--- config.mk ---
export PLATFORM = sky130hd
export DESIGN_NAME = text_term_ctrl
export DESIGN_NICKNAME = d
export VERILOG_FILES = /design/src/rtl/text_term_ctrl.sv
export SDC_FILE = /design/constraint.sdc
export NUM_CORES = 1
export LEC_CHECK = 0
export CAP_MARGIN = 0
export CELL_PAD_IN_SITES_DETAIL_PLACEMENT = 0
export CELL_PAD_IN_SITES_GLOBAL_PLACEMENT = 1
export CORE_ASPECT_RATIO = 1.2
export CORE_MARGIN = 4
export CORE_UTILIZATION = 31
export DETAILED_ROUTE_END_ITERATION = 16
export PLACE_DENSITY_LB_ADDON = 0.1
export RECOVER_POWER = 50
export SETUP_SLACK_MARGIN = 0.4
export SYNTH_ARGS = -nofsm -noshare
export SYNTH_HDL_FRONTEND = slang
export SYNTH_SLANG_ARGS = --single-unit
--- constraint.sdc ---
create_clock -name CLK -period 3.8 [get_ports CLK]
set_clock_uncertainty 0.1 [all_clocks]
set_input_delay 0.57 -clock CLK [delete_from_list [all_inputs] [get_ports CLK]]
set_output_delay 0.57 -clock CLK [all_outputs]
set_load 0.02 [all_outputs]
--- src/rtl/text_term_ctrl.sv ---
// -----------------------------------------------------------------------------
// text_term_ctrl
//
// Terminal-style write controller for the VGAMod character buffer. Bytes come
// in over a valid/ready handshake; printable characters are written at the
// cursor and a small set of control codes (LF, CR, BS, FF) move the cursor or
// start a full-screen clear. Every buffer write is registered and appears on
// wen/waddr/wdata the cycle after the byte that caused it was accepted.
//
// Optional feature (compile-time macro TERM_LINE_CLEAR_EN):
//   defined   - every row advance (LF or auto-wrap) blanks the new row with
//               COLS writes of 0x20 before the next byte is accepted.
//   undefined - a row advance only moves the cursor.
//
// Ports:
//   CLK         system clock, shared with the VGAMod write port
//   nRST        asynchronous active-low reset
//   in_valid    byte available
//   in_data     byte value
//   in_ready    controller accepts a byte this cycle (combinational)
//   clear_req   single-cycle request for a full-screen clear
//   wen         buffer write enable, one cycle per write
//   waddr       buffer cell address (row*COLS + col)
//   wdata       character code to write
//   cursor_col  current column, 0..COLS-1
//   cursor_row  current row, 0..ROWS-1
//   busy        high while a clear (full or line) sequence is running
// -----------------------------------------------------------------------------
module text_term_ctrl #(
    parameter int COLS           = 100,
    parameter int ROWS           = 30,
    parameter int ADDR_W         = 16,
    parameter int CLEAR_ON_RESET = 1
) (
    input  logic              CLK,
    input  logic              nRST,
    input  logic              in_valid,
    input  logic [7:0]        in_data,
    output logic              in_ready,
    input  logic              clear_req,
    output logic              wen,
    output logic [ADDR_W-1:0] waddr,
    output logic [7:0]        wdata,
    output logic [7:0]        cursor_col,
    output logic [7:0]        cursor_row,
    output logic              busy
);

    localparam logic [ADDR_W-1:0] LAST_CELL = ADDR_W'(COLS * ROWS - 1);
    localparam logic [ADDR_W-1:0] ROW_LEN   = ADDR_W'(COLS);
    localparam logic [7:0]        COL_LAST  = 8'(COLS - 1);
    localparam logic [7:0]        ROW_LAST  = 8'(ROWS - 1);
    localparam logic [7:0]        SPACE     = 8'h20;

    typedef enum logic [1:0] {
        S_IDLE,
`ifdef TERM_LINE_CLEAR_EN
        S_LCLEAR,
`endif
        S_CLEAR
    } state_t;

    localparam state_t RST_STATE = (CLEAR_ON_RESET != 0) ? S_CLEAR : S_IDLE;

    state_t            state_q, state_d;
    logic              wen_q, wen_d;
    logic [ADDR_W-1:0] waddr_q, waddr_d;
    logic [7:0]        wdata_q, wdata_d;
    logic [7:0]        col_q, col_d;
    logic [7:0]        row_q, row_d;
    // Address of column 0 of the current row; stepped by COLS so no
    // multiplier is needed to form row*COLS + col.
    logic [ADDR_W-1:0] base_q, base_d;
    // Write index shared by the full clear (cell number) and line clear
    // (column within the new row).
    logic [ADDR_W-1:0] cnt_q, cnt_d;

    logic              accept;
    logic [ADDR_W-1:0] cell_addr;
    logic [7:0]        next_row;
    logic [ADDR_W-1:0] next_base;

    assign in_ready   = (state_q == S_IDLE) && !clear_req;
    assign accept     = in_valid && in_ready;
    assign busy       = (state_q != S_IDLE);
    assign wen        = wen_q;
    assign waddr      = waddr_q;
    assign wdata      = wdata_q;
    assign cursor_col = col_q;
    assign cursor_row = row_q;

    assign cell_addr  = base_q + ADDR_W'(col_q);
    // Row advance wraps from the last row straight back to row 0 (no scroll).
    assign next_row   = (row_q == ROW_LAST) ? 8'd0 : row_q + 8'd1;
    assign next_base  = (row_q == ROW_LAST) ? '0 : base_q + ROW_LEN;

    always_comb begin
        state_d = state_q;
        wen_d   = 1'b0;
        waddr_d = waddr_q;
        wdata_d = wdata_q;
        col_d   = col_q;
        row_d   = row_q;
        base_d  = base_q;
        cnt_d   = cnt_q;

        case (state_q)
            S_IDLE: begin
                if (clear_req) begin
                    state_d = S_CLEAR;
                    cnt_d   = '0;
                end else if (accept) begin
                    if (in_data >= 8'h20 && in_data <= 8'h7E) begin
                        wen_d   = 1'b1;
                        waddr_d = cell_addr;
                        wdata_d = in_data;
                        if (col_q == COL_LAST) begin
                            col_d  = 8'd0;
                            row_d  = next_row;
                            base_d = next_base;
`ifdef TERM_LINE_CLEAR_EN
                            state_d = S_LCLEAR;
                            cnt_d   = '0;
`endif
                        end else begin
                            col_d = col_q + 8'd1;
                        end
                    end else if (in_data == 8'h0A) begin
                        col_d  = 8'd0;
                        row_d  = next_row;
                        base_d = next_base;
`ifdef TERM_LINE_CLEAR_EN
                        state_d = S_LCLEAR;
                        cnt_d   = '0;
`endif
                    end else if (in_data == 8'h0D) begin
                        col_d = 8'd0;
                    end else if (in_data == 8'h08) begin
                        // Backspace never crosses back onto the previous row.
                        if (col_q != 8'd0) begin
                            col_d   = col_q - 8'd1;
                            wen_d   = 1'b1;
                            waddr_d = cell_addr - ADDR_W'(1);
                            wdata_d = SPACE;
                        end
                    end else if (in_data == 8'h0C) begin
                        state_d = S_CLEAR;
                        cnt_d   = '0;
                    end
                    // Any other code is consumed without effect.
                end
            end

            S_CLEAR: begin
                wen_d   = 1'b1;
                waddr_d = cnt_q;
                wdata_d = SPACE;
                if (cnt_q == LAST_CELL) begin
                    state_d = S_IDLE;
                    cnt_d   = '0;
                    col_d   = 8'd0;
                    row_d   = 8'd0;
                    base_d  = '0;
                end else begin
                    cnt_d = cnt_q + ADDR_W'(1);
                end
            end

`ifdef TERM_LINE_CLEAR_EN
            S_LCLEAR: begin
                // base_q already points at the new row.
                wen_d   = 1'b1;
                waddr_d = base_q + cnt_q;
                wdata_d = SPACE;
                if (cnt_q == ADDR_W'(COLS - 1)) begin
                    state_d = S_IDLE;
                    cnt_d   = '0;
                end else begin
                    cnt_d = cnt_q + ADDR_W'(1);
                end
            end
`endif

            default: begin
                state_d = S_IDLE;
            end
        endcase
    end

    always_ff @(posedge CLK or negedge nRST) begin
        if (!nRST) begin
            state_q <= RST_STATE;
            wen_q   <= 1'b0;
            waddr_q <= '0;
            wdata_q <= 8'd0;
            col_q   <= 8'd0;
            row_q   <= 8'd0;
            base_q  <= '0;
            cnt_q   <= '0;
        end else begin
            state_q <= state_d;
            wen_q   <= wen_d;
            waddr_q <= waddr_d;
            wdata_q <= wdata_d;
            col_q   <= col_d;
            row_q   <= row_d;
            base_q  <= base_d;
            cnt_q   <= cnt_d;
        end
    end

endmodule
==> flow_metrics.py <==
metrics = {
    "cts": {
        "cts_tree": "built",
        "clk-insertion-delay-late_ps": 340,
        "cts.reportedPaths.clkPinSlew_ps": 60,
        "cts.path.max_buffers": 2,
        "post_cts.repair.setup_buffers": 0,
        "post_cts_hold_buffer_count": 0,
        "cts-root-buf": "sky130_fd_sc_hd__clkbuf_16",
        "htree_num_levels": 3,
        "cts_sinks": 72,
        "cts-buffers-inserted": 9,
    },
    "logic_synthesis": {
        "post-synth-top-area-fraction_pct": 39.14,
        "prevailing_post_synth_register_cell": "sky130_fd_sc_hd__dfrtp_1",
        "synth_top_family_by_area": "simple AND/OR/NAND/NOR gates",
        "syn_area_per_cell_um2": 8.406,
        "synth.area.mux_share_pct": 2.674,
        "yosysMostFrequentCell": "sky130_fd_sc_hd__nand2_1",
        "synth.top_cells.by_count": "sky130_fd_sc_hd__nand2_1 (76), sky130_fd_sc_hd__dfrtp_1 (71), sky130_fd_sc_hd__o21ai_0 (65), sky130_fd_sc_hd__nor2_1 (39), sky130_fd_sc_hd__nand3_1 (28)",
        "yosys.area_share.xor_xnor_pct": 4.245,
        "synth.distinct_cells": 60,
        "fraction_of_synthesis_flops_using_an_asynchronous_set_or_reset_pin_pct": 100.0,
        "synth.cell_area_um2": 4539,
        "ys_top_cells_by_area": "sky130_fd_sc_hd__dfrtp_1 (39%), sky130_fd_sc_hd__o21ai_0 (7.2%), sky130_fd_sc_hd__nand2_1 (6.3%), sky130_fd_sc_hd__ha_1 (3.9%), sky130_fd_sc_hd__nor2_1 (3.2%)",
        "yosys.area_share.adder_pct": 3.859,
        "synth-edff-count": 0,
        "post_synth_and_or_nand_nor_area_fraction_pct": 24.72,
        "syn-instance-count": 540,
        "synthDominantAreaCellType": "sky130_fd_sc_hd__dfrtp_1",
        "synth.ff_latch_count": 72,
        "yosys_warnings": 0,
        "synth_compound_gate_area_share_pct": 20.64,
        "synth_nets": 566,
        "synth-seq-area-share_pct": 39.72,
    },
    "cells_and_area": {
        "n_fill_cell": 1489,
        "layout.area.seq_um2": 1803,
        "area.growth.synth_to_final_pct": 22.30,
        "finish.net_count": 610,
        "area_of_combinational_cells_with_multiple_inputs_um2": 2549,
        "utilization_pct": 38.68,
        "final-instance-count-excl-fill": 764,
        "fraction_of_layout_instances_using_a_drive_strength_above_1_pct": 6.961,
        "n_antenna_cell": 0,
        "fin_area_um2": 5552,
    },
    "floorplanning": {
        "start_util_pct": 31.62,
        "floorplan.rows": 48,
        "floorplan.core_area_um2": 14350,
        "num_io_pins": 55,
        "die_area_um2": 16650,
        "die-height_um": 140.6,
        "die_width_um": 118.5,
    },
    "placed_design": {
        "numPlacedInstances": 748,
        "dpl_cell_area_um2": 5229,
        "numPortBuffers": 54,
        "dp_hpwl_um": 9186,
        "final_replace_weighted_congestion": 0.7648,
    },
    "power_and_ir_drop": {
        "ir_worst_vdd_mv": 0.1645,
        "p_per_area_nw_per_um2": 420.4,
        "leakagePower_nw": 2.228,
    },
    "timing": {
        "worst_max_slew_pin_slew_ps": 1928,
        "timing.max_slew.rel_slack_pct": -28.56,
        "maxSlewViolCount": 73,
        "fin_tns_setup_ps": 0,
        "post-route-period-util_pct": 83.66,
        "fmaxAchievable_mhz": 314.6,
        "final_hold_viol_count": 0,
        "holdWs_ps": 368.6,
        "setup_repair_after_global_routing_missed_its_margin": "false",
        "period_minus_slack_ps": 3179,
        "setup_violations": 0,
    },
    "worst_setup_path": {
        "worstRegToRegCells": 9,
        "setup.reg_to_reg.worst_slack_ps": 620,
        "largest_fanout_of_any_net_on_the_critical_path": 12,
        "crit_path_end_kind": "flop",
        "crit_path_cell_trace": "ha_1 > a211o_1 > nor3_1 > a21boi_0 > a21oi_1 > nor3b_2 > mux2i_1 > xor2_1 > o221a_2",
        "critical_path_required_ps": 3980,
        "worst_setup_path_endpoint": "waddr[13]",
        "path_class": "reg -> reg",
        "critical_path_launch_point_type": "flop",
        "startpoint": "cursor_col[3]",
        "critical_path.reg2reg.endpoint": "waddr[13]",
        "slowest_stage": "sky130_fd_sc_hd__dfrtp_1",
        "timing.critical_path.slowest_cell_delay_ps": 520,
        "arrival_time_at_the_worst_endpoint_ps": 3360,
        "worstReg2RegStart": "cursor_col[3]",
    },
    "route": {
        "routed_via_density": 5.389,
        "wl_per_cell_um": 16.75,
        "detailroute.via_count": 4117,
        "drtPass1Iterations": 5,
        "remaining_drc_errors": 0,
        "drt_iter0_drc": 263,
        "ant_nets": 0,
        "route.final.wire_length_um": 12800,
    },
    "flow_run": {
        "max_cap_viol_count": 1,
    },
    "hold_path": {
        "hold_class": "reg -> reg",
    },
    "global_route": {
        "grt_pass1_vias": 3996,
        "grt.total_usage_pct": 15.80,
        "grt_start_max_net_pins": 73,
        "grt_first_pass_wirelength_um": 21200,
        "globalRouteOverflowTotal": 0,
        "grt_antenna_before_repair": 0,
    },
    "status": {
        "violations": "max-capacitance violations, max-slew violations",
        "status": "finished with violations",
    },
}
worst min path at each step:
stage	endpoint	depth (start not counted)	from
floorplan	base_q[10]	0	nRST
global placement	wdata[7]	1	wdata[7]
detailed placement	wdata[3]	2	wdata[3]
CTS	wdata[2]	1	nRST
global route	wdata[3]	2	wdata[3]
finish	wdata[3]	2	wdata[3]
per-stage QoR:
stage,worst slack (ps),power (W)
6_report,621.0,0.002334
3_3_place_gp,370.8,0.001412
3_5_place_dp,342.8,0.001422
2_1_floorplan,1038,0.001213
4_1_cts,578.8,0.002375
5_1_grt,423.3,0.002463
layout make-up:
class                           instances  area share, %
Clock buffer                           13          4.688
Clock inverter                          3          1.172
Inverter                               12         0.8114
Multi-Input combinational cell        425          45.91
Sequential cell                        72          32.48
Tap cell                              175          3.944
Timing Repair Buffer                   64          11.00
registers in the layout (all words and copies together) (netlist names):
register and count:
base_q 14, cnt_q 16, cursor_col 8, cursor_row 8
state_q 1, waddr 16, wdata 8, wen 1
what timing repair did:
action	CTS	global route
endpoints found under the setup margin	0	1
endpoints found under the hold margin	0	0
gates resized for setup	0	0
power breakdown:
part | switching (W) | total [W] | internal [W]
logic | 0.000235 | 0.000431 | 0.000196
clock network | 0.000331 | 0.000941 | 0.000610
registers | 0.000109 | 0.000962 | 0.000853
total | 0.000675 | 0.00233 | 0.00166
per-layer routing:
metal / vias to the layer above / share of wire (%) / global-route usage [%]
li1: 2047 / - / -
met1: 1966 / 47 / 20.40
met2: 91 / 48 / 26.44
met3: 13 / 3.3 / 2.787
met4: 0 / 1.4 / 6.040
met5: - / 0 / 0
cells in the final DEF (no fill, tap or decap), types with 14 or more instances in the layout:
cell type / Yosys / final
sky130_fd_sc_hd__nand2_1: 76 / 76
sky130_fd_sc_hd__dfrtp_1: 71 / 71
sky130_fd_sc_hd__o21ai_0: 65 / 65
sky130_fd_sc_hd__nor2_1: 39 / 39
sky130_fd_sc_hd__clkdlybuf4s50_1: 0 / 32
sky130_fd_sc_hd__nand3_1: 28 / 28
sky130_fd_sc_hd__a21oi_1: 25 / 25
sky130_fd_sc_hd__dlygate4sd3_1: 0 / 21
sky130_fd_sc_hd__and3_1: 14 / 14
sky130_fd_sc_hd__ha_1: 14 / 14
worst max-delay path, delay by kind of cell, from the launching register on:
kind / cells / cell delay [ps]
AOI/OAI and AO/OA: 4 / 900
muxes: 1 / 270
DFF: 1 / 520
xor gates and xnor gates: 1 / 310
adders and majority gates: 1 / 400
and+or+nand+nor: 2 / 620
kinds of logic (layout without fill, tap and decap cells):
kind of cell,Yosys count,after routing
AO/OA/AOI/OAI,151,151
multiplexers,12,12
AND/OR/NAND/NOR,226,226
flip-flops,72,72
XOR/XNOR,22,22
buffers and inverters,43,92
adder cells (fa/ha/maj),14,14
Power figures use the tool's default switching activity.
